[config.mk]
export PLATFORM = sky130hd
export DESIGN_NAME = trace_readback_ctrl
export DESIGN_NICKNAME = d
export VERILOG_FILES = /design/src/rtl/trace_pkg.sv /design/src/rtl/trace_addr_wrap.sv /design/src/rtl/trace_readback_ctrl.sv
export SDC_FILE = /design/constraint.sdc
export NUM_CORES = 1
export LEC_CHECK = 0
export CORE_UTILIZATION = 38
export DETAILED_ROUTE_END_ITERATION = 12
export GPL_TIMING_DRIVEN = 1
export SETUP_SLACK_MARGIN = 0.3
export SYNTH_ARGS = -nofsm -noshare
export SYNTH_HDL_FRONTEND = slang
export SYNTH_HIERARCHICAL = 1
export SYNTH_SLANG_ARGS = --single-unit
[constraint.sdc]
create_clock -name clk -period 4.1 [get_ports clk]
set_input_delay 1.23 -clock clk [delete_from_list [all_inputs] [get_ports clk]]
set_output_delay 1.23 -clock clk [all_outputs]
set_load 0.03 [all_outputs]
[src/rtl/trace_pkg.sv]
// Shared definitions for the trace capture/readback blocks: DRAM port widths,
// capture region limit and the readback controller state encoding.
package trace_pkg;

  localparam int DRAM_ADDR_W = 24;
  localparam int DRAM_DATA_W = 32;

  // Last word address of the DRAM capture region (shared with the capture writer).
  localparam logic [DRAM_ADDR_W-1:0] CAPTURE_LIMIT_ADDR = 24'h5FFF01;

  typedef enum logic [2:0] {
    TRB_IDLE        = 3'd0,
    TRB_RD_HI       = 3'd1,
    TRB_RD_LO_START = 3'd2,
    TRB_RD_LO       = 3'd3,
    TRB_OUT         = 3'd4
  } trb_state_e;

endpackage

[src/rtl/trace_addr_wrap.sv]
// Combinational word-pointer increment that wraps to 0 after the last word of
// the capture region. Shared by the capture writer and the readback controller.
module trace_addr_wrap
  import trace_pkg::*;
#(
  parameter logic [DRAM_ADDR_W-1:0] LIMIT_ADDR = CAPTURE_LIMIT_ADDR
) (
  input  logic [DRAM_ADDR_W-1:0] ptr,
  output logic [DRAM_ADDR_W-1:0] ptr_next
);

  // Wrap to the start of the region after LIMIT_ADDR, otherwise step by one word.
  always_comb begin
    if (ptr == LIMIT_ADDR) ptr_next = '0;
    else                   ptr_next = ptr + DRAM_ADDR_W'(1);
  end

endmodule

[src/rtl/trace_readback_ctrl.sv]
// Trace readback controller: reads 64-bit samples (hi word, then lo word) from
// the DRAM capture region and streams them out over a valid/ready handshake.
// Optional build macro TRACE_RB_CHECKSUM_EN adds a running XOR checksum output.
module trace_readback_ctrl
  import trace_pkg::*;
#(
  parameter logic [DRAM_ADDR_W-1:0] LIMIT_ADDR = CAPTURE_LIMIT_ADDR,
  parameter int                     CNT_W      = 22
) (
  input  logic                     clk,
  input  logic                     reset,
  input  logic                     start,
  input  logic [DRAM_ADDR_W-1:0]   base_addr,
  input  logic [CNT_W-1:0]         sample_count,
  output logic                     busy,
  output logic                     done,
  output logic                     dram_req,
  input  logic                     dram_ack,
  output logic [DRAM_ADDR_W-1:0]   dram_addr,
  output logic                     dram_we,
  input  logic [DRAM_DATA_W-1:0]   dram_rdata,
  output logic [2*DRAM_DATA_W-1:0] sample_data,
  output logic                     sample_valid,
  input  logic                     sample_ready
`ifdef TRACE_RB_CHECKSUM_EN
  ,
  output logic [DRAM_DATA_W-1:0]   checksum
`endif
);

  trb_state_e                 state_q, state_d;
  logic [DRAM_ADDR_W-1:0]     ptr_q, ptr_d, ptr_next;
  logic [CNT_W-1:0]           rem_q, rem_d;
  logic [DRAM_DATA_W-1:0]     hi_q, hi_d;
  logic                       busy_q, busy_d;
  logic                       done_q, done_d;
  logic                       req_q, req_d;
  logic [DRAM_ADDR_W-1:0]     addr_q, addr_d;
  logic [2*DRAM_DATA_W-1:0]   data_q, data_d;
  logic                       valid_q, valid_d;
`ifdef TRACE_RB_CHECKSUM_EN
  logic [DRAM_DATA_W-1:0]     csum_q, csum_d;
`endif

  trace_addr_wrap #(
    .LIMIT_ADDR (LIMIT_ADDR)
  ) u_addr_wrap (
    .ptr      (ptr_q),
    .ptr_next (ptr_next)
  );

  // Next-state and next-output logic; every registered output is computed here.
  always_comb begin
    state_d = state_q;
    ptr_d   = ptr_q;
    rem_d   = rem_q;
    hi_d    = hi_q;
    busy_d  = busy_q;
    done_d  = 1'b0;
    req_d   = req_q;
    addr_d  = addr_q;
    data_d  = data_q;
    valid_d = valid_q;
`ifdef TRACE_RB_CHECKSUM_EN
    csum_d  = csum_q;
`endif
    case (state_q)
      TRB_IDLE: begin
        if (start) begin
`ifdef TRACE_RB_CHECKSUM_EN
          csum_d = '0;
`endif
          if (sample_count != '0) begin
            ptr_d   = base_addr;
            rem_d   = sample_count;
            busy_d  = 1'b1;
            req_d   = 1'b1;
            addr_d  = base_addr;
            state_d = TRB_RD_HI;
          end else begin
            // Empty transfer: report completion without touching DRAM.
            done_d = 1'b1;
          end
        end
      end
      TRB_RD_HI: begin
        if (dram_ack) begin
          hi_d    = dram_rdata;
          req_d   = 1'b0;
          addr_d  = '0;
          ptr_d   = ptr_next;
          state_d = TRB_RD_LO_START;
        end
      end
      TRB_RD_LO_START: begin
        // One forced req-low cycle separates the hi and lo word reads.
        req_d   = 1'b1;
        addr_d  = ptr_q;
        state_d = TRB_RD_LO;
      end
      TRB_RD_LO: begin
        if (dram_ack) begin
          data_d  = {hi_q, dram_rdata};
          valid_d = 1'b1;
          req_d   = 1'b0;
          addr_d  = '0;
          ptr_d   = ptr_next;
          rem_d   = rem_q - CNT_W'(1);
          state_d = TRB_OUT;
        end
      end
      TRB_OUT: begin
        if (valid_q && sample_ready) begin
          valid_d = 1'b0;
`ifdef TRACE_RB_CHECKSUM_EN
          csum_d  = csum_q ^ data_q[2*DRAM_DATA_W-1:DRAM_DATA_W] ^ data_q[DRAM_DATA_W-1:0];
`endif
          if (rem_q == '0) begin
            done_d  = 1'b1;
            busy_d  = 1'b0;
            state_d = TRB_IDLE;
          end else begin
            req_d   = 1'b1;
            addr_d  = ptr_q;
            state_d = TRB_RD_HI;
          end
        end
      end
      default: state_d = TRB_IDLE;
    endcase
  end

  // State and output registers; reset abandons any transfer in flight.
  always_ff @(posedge clk) begin
    if (reset) begin
      state_q <= TRB_IDLE;
      ptr_q   <= '0;
      rem_q   <= '0;
      hi_q    <= '0;
      busy_q  <= 1'b0;
      done_q  <= 1'b0;
      req_q   <= 1'b0;
      addr_q  <= '0;
      data_q  <= '0;
      valid_q <= 1'b0;
`ifdef TRACE_RB_CHECKSUM_EN
      csum_q  <= '0;
`endif
    end else begin
      state_q <= state_d;
      ptr_q   <= ptr_d;
      rem_q   <= rem_d;
      hi_q    <= hi_d;
      busy_q  <= busy_d;
      done_q  <= done_d;
      req_q   <= req_d;
      addr_q  <= addr_d;
      data_q  <= data_d;
      valid_q <= valid_d;
`ifdef TRACE_RB_CHECKSUM_EN
      csum_q  <= csum_d;
`endif
    end
  end

  assign busy         = busy_q;
  assign done         = done_q;
  assign dram_req     = req_q;
  assign dram_addr    = addr_q;
  assign dram_we      = 1'b0;
  assign sample_data  = data_q;
  assign sample_valid = valid_q;
`ifdef TRACE_RB_CHECKSUM_EN
  assign checksum     = csum_q;
`endif

endmodule

## Word-level counts from Yosys, hierarchy flattened

Index checks and enable logic that the tools add are counted.

- Input bits: 83
- Output and inout bits: 93
- Flip-flop bits (word level): 173
- Word-level logic and storage cells: 80

- Eq/ne operators: 13
- $add $sub $neg: 2
- Mux-type cells: 37
- Reductions and logical operators: 18

Operator list:

| cell | number |
|---|---|
| 2-to-1 mux 24 bit | 7 |
| one-hot mux 24 bit (4 select lines) | 1 |
| 2-to-1 mux 22 bit | 3 |
| one-hot mux 24 bit (2 select lines) | 1 |
| one-hot mux 22 bit (2 select lines) | 1 |
| adder 24 x 1 -> 24 bit (second input constant) | 1 |
| == test 24 x 23 -> 1 bit (second input constant) | 1 |
| logical NOT 22 bit | 1 |
| nonzero test 22 bit | 1 |
| subtractor 22 x 1 -> 22 bit (second input constant) | 1 |
| 2-to-1 mux 3 bit | 5 |
| one-hot mux 3 bit (5 select lines) | 1 |
| 2-to-1 mux 1 bit | 14 |
| != test 2 bit (second input constant) | 7 |
| AND reduction 5 bit | 2 |
| AND reduction 4 bit | 2 |
| nonzero test 2 bit | 4 |
| == test 3 x 2 -> 1 bit (second input constant) | 2 |
| one-hot mux 1 bit (2 select lines) | 3 |
| AND reduction 6 bit | 1 |
| one-hot mux 1 bit (4 select lines) | 1 |
| AND reduction 2 bit | 2 |
| nonzero test 4 bit | 1 |
| == test 3 x 1 -> 1 bit (second input constant) | 1 |
| 6 further kinds | 6 |

## Depth between registers and ports, before layout

- Depth after elaboration: 4
- Depth in mapped cells: 9
- Depth with buffers taken out: 7

## By module

Netlist, hierarchy kept.

By module, submodules not included:

| module | times used | area an instance (um2) | cells each | seq. area each (um2) |
|---|---|---|---|---|
| trace_readback_ctrl | 1 | 7,612.3 | 967 | 3,463.3 |
| trace_addr_wrap | 1 | 606.8 | 95 | 0.0 |

## Least setup slack after synthesis

OpenSTA, ideal clock, no wires.

- Path type: input port to flip-flop
- From: input sample_count[3]
- To: register addr_q[10] (netlist: dram_addr[10])
- Stages on the path: 7
- Buffers on the path: 2
- Data arrival time: 2,730 ps
- Setup slack: 1,289 ps
- Required time: 4,019 ps
- Setup time: 81 ps
- Cells stage by stage: or4_4 -> nor2_4 -> a311oi_4 -> or2_1 -> buf_6 -> buf_6 -> a211oi_2

- Longest elaborated chain between the ends: 3

Ends and longest elaborated chain:

| what | RTL line | text |
|---|---|---|
| start: declaration | trace_readback_ctrl.sv:14 | `input logic [CNT_W-1:0] sample_count,` |
| nonzero test 22 bit | trace_readback_ctrl.sv:73 | `if (sample_count != '0) begin` |
| != test 2 bit (no line) | -- |  |
| AND reduction 6 bit (no line) | -- |  |
| end signal: assignment | trace_readback_ctrl.sv:157 | `addr_q <= addr_d;` |
| end: declaration | trace_readback_ctrl.sv:38 | `logic [DRAM_ADDR_W-1:0] addr_q, addr_d;` |

No other way between the ends.
A chain may end at the register's enable or synchronous reset.

## Final worst setup path

- From: input sample_count[7]
- To: register addr_q[0] (netlist: dram_addr[0])

The elaborated chain is that of the path after synthesis.

==> results.json <==
{
  "status": "completed",
  "std_cell_rows": 53,
  "period_needed_ns": 3.13,
  "grt_overflow": 0,
  "start_util_pct": 39.0,
  "yosysUniqueCellTypes": 67,
  "synthCells": 1062,
  "fin_crit_sh_pct": 76.3,
  "clk_pin_slew_ns": 0.07,
  "port-buffer-count": 174,
  "seqPwrFrac_pct": 37.7,
  "tritoncts": "yes",
  "seq_area_um2": 3460,
  "tns_ns": 0,
  "synth.avg_cell_area_um2": 7.74,
  "synth_compound_area_share_pct": 21.9,
  "dpl_worst_slack_ns": 0.597,
  "synthAdderAreaFrac_pct": 0.457,
  "gp_congestion": 0.788,
  "worst_pin_slew_ns": 1.18,
  "core_area_um2": 21100,
  "synth-simple-area-share_pct": 28.5,
  "die_area_um2": 22200,
  "slew_viol_final": 0,
  "drive_above_1_share_pct": 8.74,
  "via_per_inst": 5.32,
  "first_global_vias": 7238,
  "synthArstFlopShare_pct": 0,
  "num_vias": 7862,
  "final_antenna_net_count": 0,
  "p_int_w": 0.00359,
  "multiInputGateArea_um2": 4360,
  "io_pins": 176,
  "fill_cells": 2069,
  "stdcell_area_um2": 10700,
  "hold_class": "reg2reg",
  "critical_path_arrival_ns": 3.48,
  "grt_pass1_wl_um": 37800,
  "grt_max_degree": 84,
  "fmax_mhz": 320,
  "max-vdd-ir-drop_uv": 268,
  "switching_share_pct": 39.8,
  "cts_max_level": 4,
  "wl_per_cell_um": 16.0,
  "cts.sinks": 173,
  "synth_top_family_by_area": "simple AND/OR/NAND/NOR gates",
  "crit_path_max_fanout": 24,
  "clockBufferDepth": 2,
  "p_clk_share_pct": 27.2,
  "hold_viol_final": 0,
  "synth_edf_count": 0,
  "cts_buffers": 17,
  "cts_hold_buffers": 0,
  "dieHeight_um": 149,
  "endpoint_kind": "flip-flop",
  "crit_path_start_kind": "input pin",
  "final_core_util_pct": 50.8,
  "netlist_area_um2": 8220,
  "setup_slack_ns": 0.971,
  "synth_mux_area_share_pct": 0,
  "power_switching_w": 0.00238,
  "syn_to_final_growth_pct": 30.2,
  "ys.flop_type": "dfxtp_1",
  "final_nets": 1275,
  "track_usage_pct": 21.4,
  "worstPathRequired_ns": 4.45,
  "ctsRootBufferMaster": "clkbuf_16",
  "p_comb_share_pct": 35.0,
  "clock_latency_ns": 0.44,
  "wirelength_um": 23600,
  "insertedDiodeCount": 0,
  "die_width_um": 149,
  "power_leakage_nw": 3.63,
  "rsz0062_at_grt": "false",
  "slew_headroom_pct": 21.0,
  "worst_clock_skew_ns": 0.0126,
  "synth-seq-cells": 173,
  "synth_xor_area_share_pct": 1.92,
  "ctsResizeCount": 0,
  "worstSetupPathType": "in2reg",
  "ys_warn_count": 6,
  "power.density_nw_per_um2": 557,
  "remaining_drc_errors": 0,
  "dpl_cell_area_um2": 10100,
  "dpl.hpwl_um": 15300,
  "post_cts_buffers": 0,
  "cap_violations": 0,
  "antenna_found_initial": 0,
  "setup_violations": 0,
  "drt_pass1_iterations": 5,
  "synth-seq-area-share_pct": 42.1,
  "synth_nets": 1148,
  "first_iter_violations": 445
}
[area by class of cell]
class / count / share of cell area [%]
inverter: 11 / 0.386
tap: 275 / 3.21
clock buffer: 17 / 3.97
sequential: 173 / 32.4
clock inverter: 15 / 1.61
timing repair buffer: 193 / 17.7
multi-input combinational: 793 / 40.7
[synthesized netlist by cell type (4+ instances only)]
master      n  share of area, %
clkbuf_1   61               2.8
a211oi_2   20               3.0
or4_4       4              0.55
nor2_1     64               2.9
nand2b_1    6              0.46
a21oi_1   152               9.3
xnor2_1    15               1.6
inv_1      11              0.50
dfxtp_1   173                42
nor4_1     11              0.84
nand4_1     9              0.68
nand3_1    10              0.61
or2_2       4              0.30
nor3_1     66               4.0
buf_6       4              0.55
o21a_1      6              0.55
nand2_1   278                13
a31oi_1     5              0.38
o21ai_0    32               1.9
or3_1      10              0.76
a211oi_1    6              0.55
buf_2      17               1.0
o31ai_1     5              0.46
a311oi_1   24               2.6
[per-stage QoR]
step	power [W]	instances	hold slack, ns
after global placement	0.00435	1445	0.437
final	0.00596	1477	0.450
after detailed placement	0.00438	1445	0.441
after floorplan	0.00371	1062	0.432
after CTS	0.00601	1477	0.453
after global routing	0.00632	1477	0.471
[worst paths after layout]
check	start	to	slack, ns	depth (start not counted)
worst min register to register	hi_q[20]	sample_data[52]	0.45	2
worst max-delay path	sample_count[7]	dram_addr[0]	0.97	7
worst min-delay path	hi_q[20]	sample_data[52]	0.45	2
worst max register to register	ptr_q[0]	ptr_q[22]	1.52	7
[critical path, stage by stage]
cell and delay (ns):
clkdlybuf4s50_1 0.42, nor4_1 0.47, and4_1 0.46, a311oi_4 0.14, or2_1 0.23, buf_4 0.27, a211oi_1 0.25
[cells in the final DEF (no fill, tap or decap), types with 17 or more instances in the layout]
master,Yosys,layout
clkbuf_16,0,17
dfxtp_1,173,173
a211oi_2,20,20
buf_4,2,18
nor3_1,66,66
a311oi_1,24,24
nand2_1,278,277
clkdlybuf4s50_1,0,173
nor2_1,64,63
a21oi_1,152,151
o21ai_0,32,32
[registers in the layout, indices dropped and copies added, names as in the netlist, 3 cells and up]
name         count
sample_data     64
hi_q            32
dram_addr       24
ptr_q           24
rem_q           22
state_q          3
[routing by layer]
metal / GRT usage, % / vias to the layer above / wire length, µm
li1: - / 3965 / -
met2: 35.0 / 225 / 11400
met4: 5.00 / 0 / 202
met5: 0 / - / 0
met3: 5.47 / 14 / 1440
met1: 28.0 / 3658 / 10500
[logic make-up after synthesis]
| family | count (synthesis) |
|---|---|
| flops | 173 |
| buf+inv | 96 |
| other cells | 1 |
| xor+xnor | 18 |
| simple gates | 497 |
| fa+ha+maj | 3 |
| compound gates | 274 |
[power by group through the flow]
stage / combinational, W / clock, W / sequential [W]
floorplan: 0.00132 / 0 / 0.00239
global placement: 0.00207 / 0 / 0.00228
detailed placement: 0.00209 / 0 / 0.00229
CTS: 0.00210 / 0.00166 / 0.00225
global route: 0.00230 / 0.00173 / 0.00230
finish: 0.00209 / 0.00162 / 0.00225
(Power assumes the default switching activity.)
